<file path="src/rtl/data_bus_arbiter_pkg.sv">
// Shared definitions for the data-bus arbiter.
//   arb_state_t      : FSM state encoding (IDLE / ACCESS / RESP)
//   ARB_DEFAULT_LAT  : default bus access latency in cycles
package data_bus_arbiter_pkg;

  localparam int unsigned ARB_DEFAULT_LAT = 1;

  typedef enum logic [1:0] {
    ARB_IDLE   = 2'd0,
    ARB_ACCESS = 2'd1,
    ARB_RESP   = 2'd2
  } arb_state_t;

endpackage

</file>
<file path="src/rtl/data_bus_arbiter_rr_pick2.sv">
// Combinational two-way round-robin picker.
//   req0, req1 : request lines
//   last       : index of the most recent grant
//   valid      : at least one request present
//   winner     : granted index; on a tie the index that did not win last time
module data_bus_arbiter_rr_pick2 (
  input  logic req0,
  input  logic req1,
  input  logic last,
  output logic valid,
  output logic winner
);

  assign valid  = req0 | req1;
  // A lone requester wins outright; with no request the value is don't-care (0).
  assign winner = (req0 & req1) ? ~last : req1;

endmodule

</file>
<file path="src/rtl/data_bus_arbiter.sv">
// Two-master arbiter sharing the CPU-side data port of the bus bridge between
// the CPU M stage (M0) and a DMA/copy engine (M1).
// Ports:
//   clk, reset                : clock (rising edge), asynchronous active-high reset
//   m0_* / m1_*               : master request, address, write data, byte enables
//                               (0000 = read), read data and one-cycle done pulse
//   bus_addr/wdata/byteen     : access to the bridge (0 when not in ACCESS)
//   bus_rdata                 : read data from the bridge
//   cpu_stall                 : freeze the CPU pipeline while M0 waits
//   busy                      : arbiter not IDLE
// Parameters:
//   LAT   : bus access cycles per transaction (1..15)
//   CNT_W : latency counter width, 2**CNT_W > LAT
module data_bus_arbiter
  import data_bus_arbiter_pkg::*;
#(
  parameter int unsigned LAT   = ARB_DEFAULT_LAT,
  parameter int unsigned CNT_W = 4
) (
  input  logic        clk,
  input  logic        reset,
  input  logic        m0_req,
  input  logic [31:0] m0_addr,
  input  logic [31:0] m0_wdata,
  input  logic [3:0]  m0_byteen,
  output logic [31:0] m0_rdata,
  output logic        m0_done,
  input  logic        m1_req,
  input  logic [31:0] m1_addr,
  input  logic [31:0] m1_wdata,
  input  logic [3:0]  m1_byteen,
  output logic [31:0] m1_rdata,
  output logic        m1_done,
  output logic [31:0] bus_addr,
  output logic [31:0] bus_wdata,
  output logic [3:0]  bus_byteen,
  input  logic [31:0] bus_rdata,
  output logic        cpu_stall,
  output logic        busy
);

  // Counter load value; the first ACCESS cycle is recognised by cnt == CNT_INIT.
  localparam logic [CNT_W-1:0] CNT_INIT = CNT_W'(LAT - 1);

  arb_state_t       state_reg, state_next;
  logic             owner_reg;
  logic             last_grant_reg;
  logic [CNT_W-1:0] cnt_reg;
  logic [31:0]      addr_reg;
  logic [31:0]      wdata_reg;
  logic [3:0]       byteen_reg;
  logic [31:0]      rdata_reg;

  logic             pick_valid;
  logic             pick_winner;

  data_bus_arbiter_rr_pick2 u_pick (
    .req0   (m0_req),
    .req1   (m1_req),
    .last   (last_grant_reg),
    .valid  (pick_valid),
    .winner (pick_winner)
  );

  // State register
  always_ff @(posedge clk or posedge reset) begin
    if (reset) begin
      state_reg <= ARB_IDLE;
    end else begin
      state_reg <= state_next;
    end
  end

  // Next state and state-decoded outputs; nothing here depends on m*_req
  // except the IDLE transition, so bus outputs never see a request directly.
  always_comb begin
    state_next = state_reg;
    bus_addr   = '0;
    bus_wdata  = '0;
    bus_byteen = '0;
    m0_done    = 1'b0;
    m1_done    = 1'b0;
    m0_rdata   = '0;
    m1_rdata   = '0;
    case (state_reg)
      ARB_IDLE: begin
        if (pick_valid) state_next = ARB_ACCESS;
      end
      ARB_ACCESS: begin
        bus_addr  = addr_reg;
        bus_wdata = wdata_reg;
        // Single write strobe per transaction regardless of LAT.
        if (cnt_reg == CNT_INIT) bus_byteen = byteen_reg;
        if (cnt_reg == '0) state_next = ARB_RESP;
      end
      ARB_RESP: begin
        state_next = ARB_IDLE;
        if (owner_reg) begin
          m1_done  = 1'b1;
          m1_rdata = rdata_reg;
        end else begin
          m0_done  = 1'b1;
          m0_rdata = rdata_reg;
        end
      end
      default: state_next = ARB_IDLE;
    endcase
  end

  // Grant bookkeeping, payload latches, latency counter and read capture
  always_ff @(posedge clk or posedge reset) begin
    if (reset) begin
      owner_reg      <= 1'b0;
      last_grant_reg <= 1'b1;   // M0 wins the first tie after reset
      cnt_reg        <= '0;
      addr_reg       <= '0;
      wdata_reg      <= '0;
      byteen_reg     <= '0;
      rdata_reg      <= '0;
    end else begin
      case (state_reg)
        ARB_IDLE: begin
          if (pick_valid) begin
            owner_reg      <= pick_winner;
            last_grant_reg <= pick_winner;
            cnt_reg        <= CNT_INIT;
            addr_reg       <= pick_winner ? m1_addr   : m0_addr;
            wdata_reg      <= pick_winner ? m1_wdata  : m0_wdata;
            byteen_reg     <= pick_winner ? m1_byteen : m0_byteen;
          end
        end
        ARB_ACCESS: begin
          if (cnt_reg != '0) begin
            cnt_reg <= cnt_reg - CNT_W'(1);
          end else begin
            // Captured for writes too; the master simply ignores it.
            rdata_reg <= bus_rdata;
          end
        end
        default: ;
      endcase
    end
  end

  assign cpu_stall = m0_req & ~m0_done;
  assign busy      = (state_reg != ARB_IDLE);

endmodule
</file>
<file path="config.mk">
export PLATFORM = sky130hd
export DESIGN_NAME = data_bus_arbiter
export DESIGN_NICKNAME = d
export VERILOG_FILES = /design/src/rtl/data_bus_arbiter_pkg.sv /design/src/rtl/data_bus_arbiter_rr_pick2.sv /design/src/rtl/data_bus_arbiter.sv
export SDC_FILE = /design/constraint.sdc
export NUM_CORES = 1
export LEC_CHECK = 0
export CORE_MARGIN = 3
export CORE_UTILIZATION = 43
export DETAILED_ROUTE_END_ITERATION = 6
export PLACE_DENSITY = 0.93
export RECOVER_POWER = 25
export REMOVE_ABC_BUFFERS = 1
export SYNTH_ARGS = -nofsm -noshare
export SYNTH_HDL_FRONTEND = slang
export SYNTH_SLANG_ARGS = --single-unit
</file>
<file path="constraint.sdc">
create_clock -name clk -period 5.9 [get_ports clk]
set_input_delay 1.77 -clock clk [delete_from_list [all_inputs] [get_ports clk]]
set_output_delay 1.77 -clock clk [all_outputs]
set_load 0.02 [all_outputs]
</file>
# Word level (Yosys, flattened, before mapping)
# Index checks and enable logic that the tools add are counted.
[word_totals]
regBits = 108
[classes]
n_eq_ne = 5
mux = 22
n_reduce_logical = 9
bitwise = 6
addsub = 1
[ops]
columns = ["cell", "count"]
rows = [
  ["$mux W32", 8],
  ["$mux W4", 5],
  ["$pmux W4 S2", 1],
  ["$ne A2 B2 Y1 const B", 3],
  ["$reduce_and A2 Y1", 3],
  ["$mux W1", 5],
  ["$logic_not A4 Y1", 1],
  ["$mux W2", 2],
  ["$pmux W2 S2", 1],
  ["$reduce_bool A2 Y1", 2],
  ["$reduce_bool A4 Y1", 1],
  ["$sub A4 B1 Y4 const B", 1],
  ["$not A1 Y1", 3],
  ["$reduce_and A3 Y1", 1],
  ["$and A1 B1 Y1", 2],
  ["$eq A2 B1 Y1 const B", 1],
  ["$eq A2 B2 Y1 const B", 1],
  ["$logic_not A2 Y1", 1],
  ["$or A1 B1 Y1", 1],
]

# Logic depth before layout (Yosys ltp)
# Gate-level depths: netlist (run 1).
[logic_depth]
depth_word = 4
ltp_mapped = 6
mapped_depth_nobuf = 5

# Cells and area by module
# From an unflattened synthesis (run 1), not the netlist that was laid out.
[hier_totals]
hier_cells = 554
hier_area_um2 = 5754.3
[modules_own_cells]
columns = ["mod", "seq_area_each_um2", "area_each_um2", "instances", "cells_each"]
rows = [
  ["data_bus_arbiter", 2703.8, 5740.5, 1, 552],
  ["data_bus_arbiter_rr_pick2", 0.0, 13.8, 1, 2],
]

# Least setup slack after synthesis (run 1)
# OpenSTA, ideal clock, no wires.
[synth_path]
kind = "input port to output port"
start = "input port m0_req"
end = "output port cpu_stall"
setup_slack_ps = 2033
n_path_buf = 0
t_required_ps = 4130
path_stages = 1
arrival_time_ps = 2097
cell_sequence = "nor2b_1"
[synth_via]
elab_chain_cells = 1
[synth_rtl]
columns = ["element", "line_no", "rtl"]
rows = [
  ["start, declared", "data_bus_arbiter.sv:22", "input logic m0_req,"],
  ["$and A1 B1 Y1", "data_bus_arbiter.sv:145", "assign cpu_stall = m0_req & ~m0_done;"],
  ["end, declared", "data_bus_arbiter.sv:38", "output logic cpu_stall,"],
]
# No other way between the ends.

# Final worst setup path (run 1)
# Same ends and word-level chain as after synthesis.

==> metrics, run 1 <==
Synth Flop Type=dfrtp_1; top post-synthesis cells by count=132 x and2_1, 128 x mux2_2, 107 x dfrtp_1; total number of vias=roughly 4700; initial antenna violation count=1; sequential fraction of the synthesis area=between 40% and 50%; Net count, final=940; Crit path buffers/inverters=2; largest net degree at the start of global routing=70; first-pass GRT wire length=26400 um; Avg WL per Cell=around 18 um; Worst setup SP type=input port; hold endpoint=rdata_reg[24]; worst setup path startpoint=m0_req; slew margin rel.=-94.1%; Post-synth EDFFs=0; Residual DRC=0; hold path start=rdata_reg[24]; DP HPWL=~13000 um; Total GRT Usage=around 23%; final hold slack=between 0.4 and 0.5 ns; Synth async-reset ratio=100%; area of the core=roughly 13000 sq um; reg2reg setup slack=about 3.0 ns; Initial DRC Count=183; DR vias/cell=4.97; worst-path cell chain=clkdlybuf4s50_1 > nor2b_1 > clkdlybuf4s50_1; clk buf depth=2; RR Endpoint=rdata_reg[2]; worst skew pair latency=around 0.35 ns; Crit Path Max Fanout=4; layout cells sized above 1=22.2%; Tmin final=between 4 and 5 ns; width of the die=~120 um; PwrDens=approximately 450 nW/um^2; Slew @ Worst Pin=2.90 ns; most used cell, CP=clkdlybuf4s50_1; clock sinks=~110; I/O Buffers=approximately 310; Top-Level Pins=308; synthesized flop and latch total=108; H-Tree Depth=3; Clock transition at path regs=roughly 0.070 ns; CTS Buf Count=9; leakage=~3.8 nW; Arrival @ worst endpoint=between 3 and 4 ns; fmax=between 0.2 and 0.25 GHz; Total Wirelength=about 17000 um; Layout fillers=a little over 900; placed cell area=~9000 sq um; synthesized instance count=between 400 and 500; GR Overflow Total=0; Peak VDD IR=a little under 0.3 mV; dominant cells by area after synthesis=dfrtp_1 46%, mux2_2 25%, and2_1 14%; CTS hold repair buffers=0; Post-CTS Resized=0; cell accounting for the most synthesized area=dfrtp_1; Max Cap Viol=1; Worst R2R Path Depth=6; post-route ant nets=0; Clock Tree Root=clkbuf_16; Req. time, crit path=around 4.1 ns; crit-path leading delay family=buffers and inverters; Post-CTS Setup Bufs=0; Synth warnings=0; clock skew=0.00754 ns; Final Instance Area=~9400 sq um; hold-critical path depth=1; Worst Setup End Kind=primary output; die boundary height=123 um; placer's final routability congestion estimate=0.799; CP max stage cell=clkdlybuf4s50_1; Max stage delay on crit path=between 0.6 and 0.7 ns; Syn Area/Cell=12.4 sq um; Final Cycle Share=83.5%; Synth cell types=25; Setup CP Type=input port to primary output; max-slew violation count=68; status=finished with violations; Syn-to-layout area delta=59.6%; DR pass1 iterations=4; failing checks=max-capacitance violations, max-slew violations; vias in the first global route=approximately 5000; Worst Hold Class=flop to flop; Setup TNS=0 ns; RR Startpoint=cnt_reg[0]; post-synth top area share=approximately 46%; area of the mapped netlist=~5900 sq um; CTS tree=done; Die ar.=15100 sq um; Initial Util=approximately 44%; row count=between 40 and 50; final setup fails=0; Fin. Hold Viols=0; top-count cell post-synth=and2_1; RSZ-0062 raised after global routing=false
per-stage QoR:
stage / cells / setup slack, ns / utilization, % / total power (W)
floorplan: 444 / 1.29 / - / 0.00264
global placement: 931 / 1.05 / 68.3 / 0.00352
detailed placement: 931 / 0.988 / 68.3 / 0.00362
CTS: 947 / 0.982 / 70.6 / 0.00425
global route: 948 / 0.908 / 70.6 / 0.00445
finish: 948 / 0.974 / 70.6 / 0.00421
worst max path at each step:
stage | endpoint | slack (ns) | cells past startpoint
floorplan | addr_reg[0] | 1.29 | 1
global placement | cpu_stall | 1.05 | 3
detailed placement | cpu_stall | 0.99 | 3
CTS | cpu_stall | 0.98 | 3
global route | cpu_stall | 0.91 | 3
finish | cpu_stall | 0.97 | 3
routing by layer:
| metal | vias up | routed length (um) | global-route usage (%) |
|---|---|---|---|
| met3 | 35 | 1650 | 6.86 |
| met2 | 223 | 8970 | 40.0 |
| met5 | - | 0 | 0 |
| met1 | 2259 | 6260 | 25.1 |
| met4 | 0 | 461 | 9.24 |
| li1 | 2197 | - | - |
area by class of cell:
cell class | instances | area [sq um] | share of cell area, %
Timing Repair Buffer | 311 | 3110 | 33.1
Antenna cell | 1 | 2.50 | 0.0267
Inverter | 5 | 20.0 | 0.213
Sequential cell | 108 | 2700 | 28.8
Clock inverter | 4 | 47.5 | 0.506
Clock buffer | 12 | 256 | 2.73
Multi-Input combinational cell | 331 | 3030 | 32.2
Tap cell | 176 | 220 | 2.35
power by group:
part / switching [W] / leakage [nW] / internal [W] / total [W]
registers: 0.000223 / 1.27 / 0.00113 / 0.00135
clock network: 0.000263 / 0.149 / 0.000351 / 0.000614
logic: 0.00103 / 2.39 / 0.00122 / 0.00224
cells in the final DEF, fill, tap and decap left out, drive strengths merged, types with 2 or more instances in the layout:
master | synthesis | routed
ha | 2 | 2
clkdlybuf4s50 | 0 | 292
nand2b | 2 | 2
clkbuf | 13 | 13
a21oi | 3 | 3
mux2 | 168 | 168
dlygate4sd3 | 0 | 15
dfrtp | 107 | 107
clkinv | 0 | 2
nand4b | 2 | 2
clkinvlp | 0 | 2
nor2b | 2 | 2
inv | 5 | 4
nor2 | 5 | 5
o21ai | 7 | 7
and2 | 132 | 132
buf | 18 | 3
mux2i | 2 | 2
logic make-up after synthesis:
family	share of synthesized area, %
AO/OA/AOI/OAI	1.28
adder cells (fa/ha/maj)	0.425
buffers and inverters	3.00
flip-flops	46.0
multiplexers	33.7
AND/OR/NAND/NOR	15.7
Note: power is estimated with default switching activity, not from simulation.
==> inputs of run 2 (changes only) <==
- CORE_UTILIZATION: 43 -> 40
- PLACE_DENSITY: 0.93 -> 0.88
- clock period: 5.9 -> 4.7 ns (I/O delays scaled with it)
==> metrics, run 2 (synthesized netlist as in run 1, its figures left out) <==
GR Overflow Total=0 (unchanged); Initial Util=41.6% (-2.7 points); Comb pwr share=54.4% (+1.1 points); Post-CTS Setup Bufs=0 (unchanged); PwrDens=556 nW/um^2 (+24%); worst setup path startpoint=m0_req; initial antenna violation count=0 (-1); Req. time, crit path=3.29 ns (-0.84 ns); leakage=3.82 nW (+0.22%); most frequent standard cell in the layout excluding fill and tap cells=clkdlybuf4s50_1; final setup fails=0 (unchanged); Die ar.=16200 sq um (+7.1%); placer's final routability congestion estimate=0.907 (+13%); max-slew violation count=57 (-16%); fmax=approximately 0.24 GHz; Fin. Hold Viols=0 (unchanged); layout cells sized above 1=22.7% (+0.47 points); area of the core=14100 sq um (+6.4%); total number of vias=4757 (+0.91%); DP HPWL=13400 um (+0.21%); Net count, final=946 (+0.64%); largest net degree at the start of global routing=58 (-17%); worst skew pair latency=0.34 ns (about the same); Setup CP Type=input port to primary output; Clk pwr share=13.3% (-1.3 points); Crit Path Max Fanout=4 (unchanged); CTS tree=done; Arrival @ worst endpoint=2.80 ns (-0.36 ns); failing checks=max-capacitance violations, max-slew violations; die boundary height=127 um (+3.5%); Worst Hold Class=flop to flop; I/O Buffers=307 (unchanged); CTS hold repair buffers=0 (unchanged); width of the die=127 um (+3.5%); Setup TNS=0 ns (unchanged); Clock Tree Root=clkbuf_16; hold path start=addr_reg[13]; status=finished with violations; RSZ-0062 raised after global routing=false; Layout fillers=1053 (+15%); Final Cycle Share=between 80% and 90%; Max Cap Viol=1 (unchanged); Clock transition at path regs=0.07 ns (about the same); Total Wirelength=17300 um (about the same); Worst Setup End Kind=primary output; ANT cells=0 (-1); Total GRT Usage=21.2% (-1.3 points); Tmin final=~4.2 ns; Peak VDD IR=0.394 mV (+34%); Slew @ Worst Pin=2.58 ns (-0.315 ns); Top-Level Pins=308 (unchanged); post-route setup slack=0.485 ns (-0.489 ns); Residual DRC=0 (unchanged); RR Startpoint=cnt_reg[0]; switching share of power=36.6% (+0.67 points); clock skew=0.00706 ns (-0.000485 ns); first-pass GRT wire length=27100 um (+2.8%); CTS Buf Count=9 (unchanged); Syn-to-layout area delta=59.9%; Power Internal=0.00332 W (+23%); vias in the first global route=5105 (+1.8%); post-route ant nets=0 (unchanged); most frequent cells in the layout=305 x clkdlybuf4s50_1, 132 x and2_1, 128 x mux2_2, 107 x dfrtp_1, 22 x mux2_1; dpl ws=0.486 ns (-0.502 ns); Avg WL per Cell=18.1 um (-1.0%); DR pass1 iterations=4 (unchanged); Seq pwr share=32.3% (+0.2 points); Worst setup SP type=input port; clock sinks=108 (unchanged); DR vias/cell=4.97 (about the same); Initial DRC Count=259 (+42%); Post-CTS Resized=0 (unchanged); clk buf depth=2 (unchanged); final hold slack=0.501 ns (+0.00568 ns); Final Non-Filler Cells=957 (+0.95%); Psw=0.00192 W (+27%); slew margin rel.=-73.0% (+21 points); row count=43 (+2.4%); H-Tree Depth=3 (unchanged); Placed Cells incl. Taps=941 (+1.1%)
-- run 2: area by class of cell --
class	count	area [sq um]	area share, %
flip-flops and latches	108	2700	28.7
clock buffers	10	229	2.43
repair buffers	317	3170	33.6
clock inverters	6	38.8	0.412
multi-input cells	331	3030	32.2
inverters	5	20.0	0.213
well taps	180	225	2.39
-- run 2: per-stage QoR --
stage / power (W) / cell area [sq um] / util [%]
global placement: 0.00447 / 9150 / 64.7
CTS: 0.00530 / 9420 / 66.5
global route: 0.00555 / 9410 / 66.5
floorplan: 0.00331 / 5720 / -
finish: 0.00523 / 9410 / 66.5
detailed placement: 0.00457 / 9150 / 64.7
-- run 2: worst paths after layout --
kind	slack (ns)	end	depth (start not counted)
min in group asynchronous	2.24	addr_reg[18]	2
min	0.50	addr_reg[13]	1
max	0.49	cpu_stall	3
max reg2reg	2.35	rdata_reg[4]	6
min reg2reg	0.50	addr_reg[13]	1
max in group asynchronous	1.30	byteen_reg[3]	2
-- run 2: power groups by stage --
stage | combinational [W] | sequential, W | clock, W
floorplan | 0.00173 | 0.00158 | 0
global placement | 0.00280 | 0.00167 | 0
detailed placement | 0.00287 | 0.00170 | 0
CTS | 0.00289 | 0.00169 | 0.000720
global route | 0.00304 | 0.00175 | 0.000759
finish | 0.00284 | 0.00169 | 0.000697
-- run 2: critical path: stages --
cell and delay, ns:
clkdlybuf4s50_1 0.54, nor2b_1 0.21, clkdlybuf4s50_1 0.65
-- run 2: per-layer routing --
layer / wire (um) / global-route usage, % / share of wire, % / vias up
met2: 8910 / 38.0 / 51 / 219
li1: - / - / - / 2212
met3: 1290 / 5.39 / 7.4 / 25
met5: 0 / 0 / 0 / -
met1: 6800 / 24.9 / 39 / 2301
met4: 332 / 6.56 / 1.9 / 0
==> inputs of run 3 (changes only) <==
- CTS_CLUSTER_DIAMETER: default -> 50
==> results of run 3 <==
Final layout, timing and power as in run 2 (identical DEF).
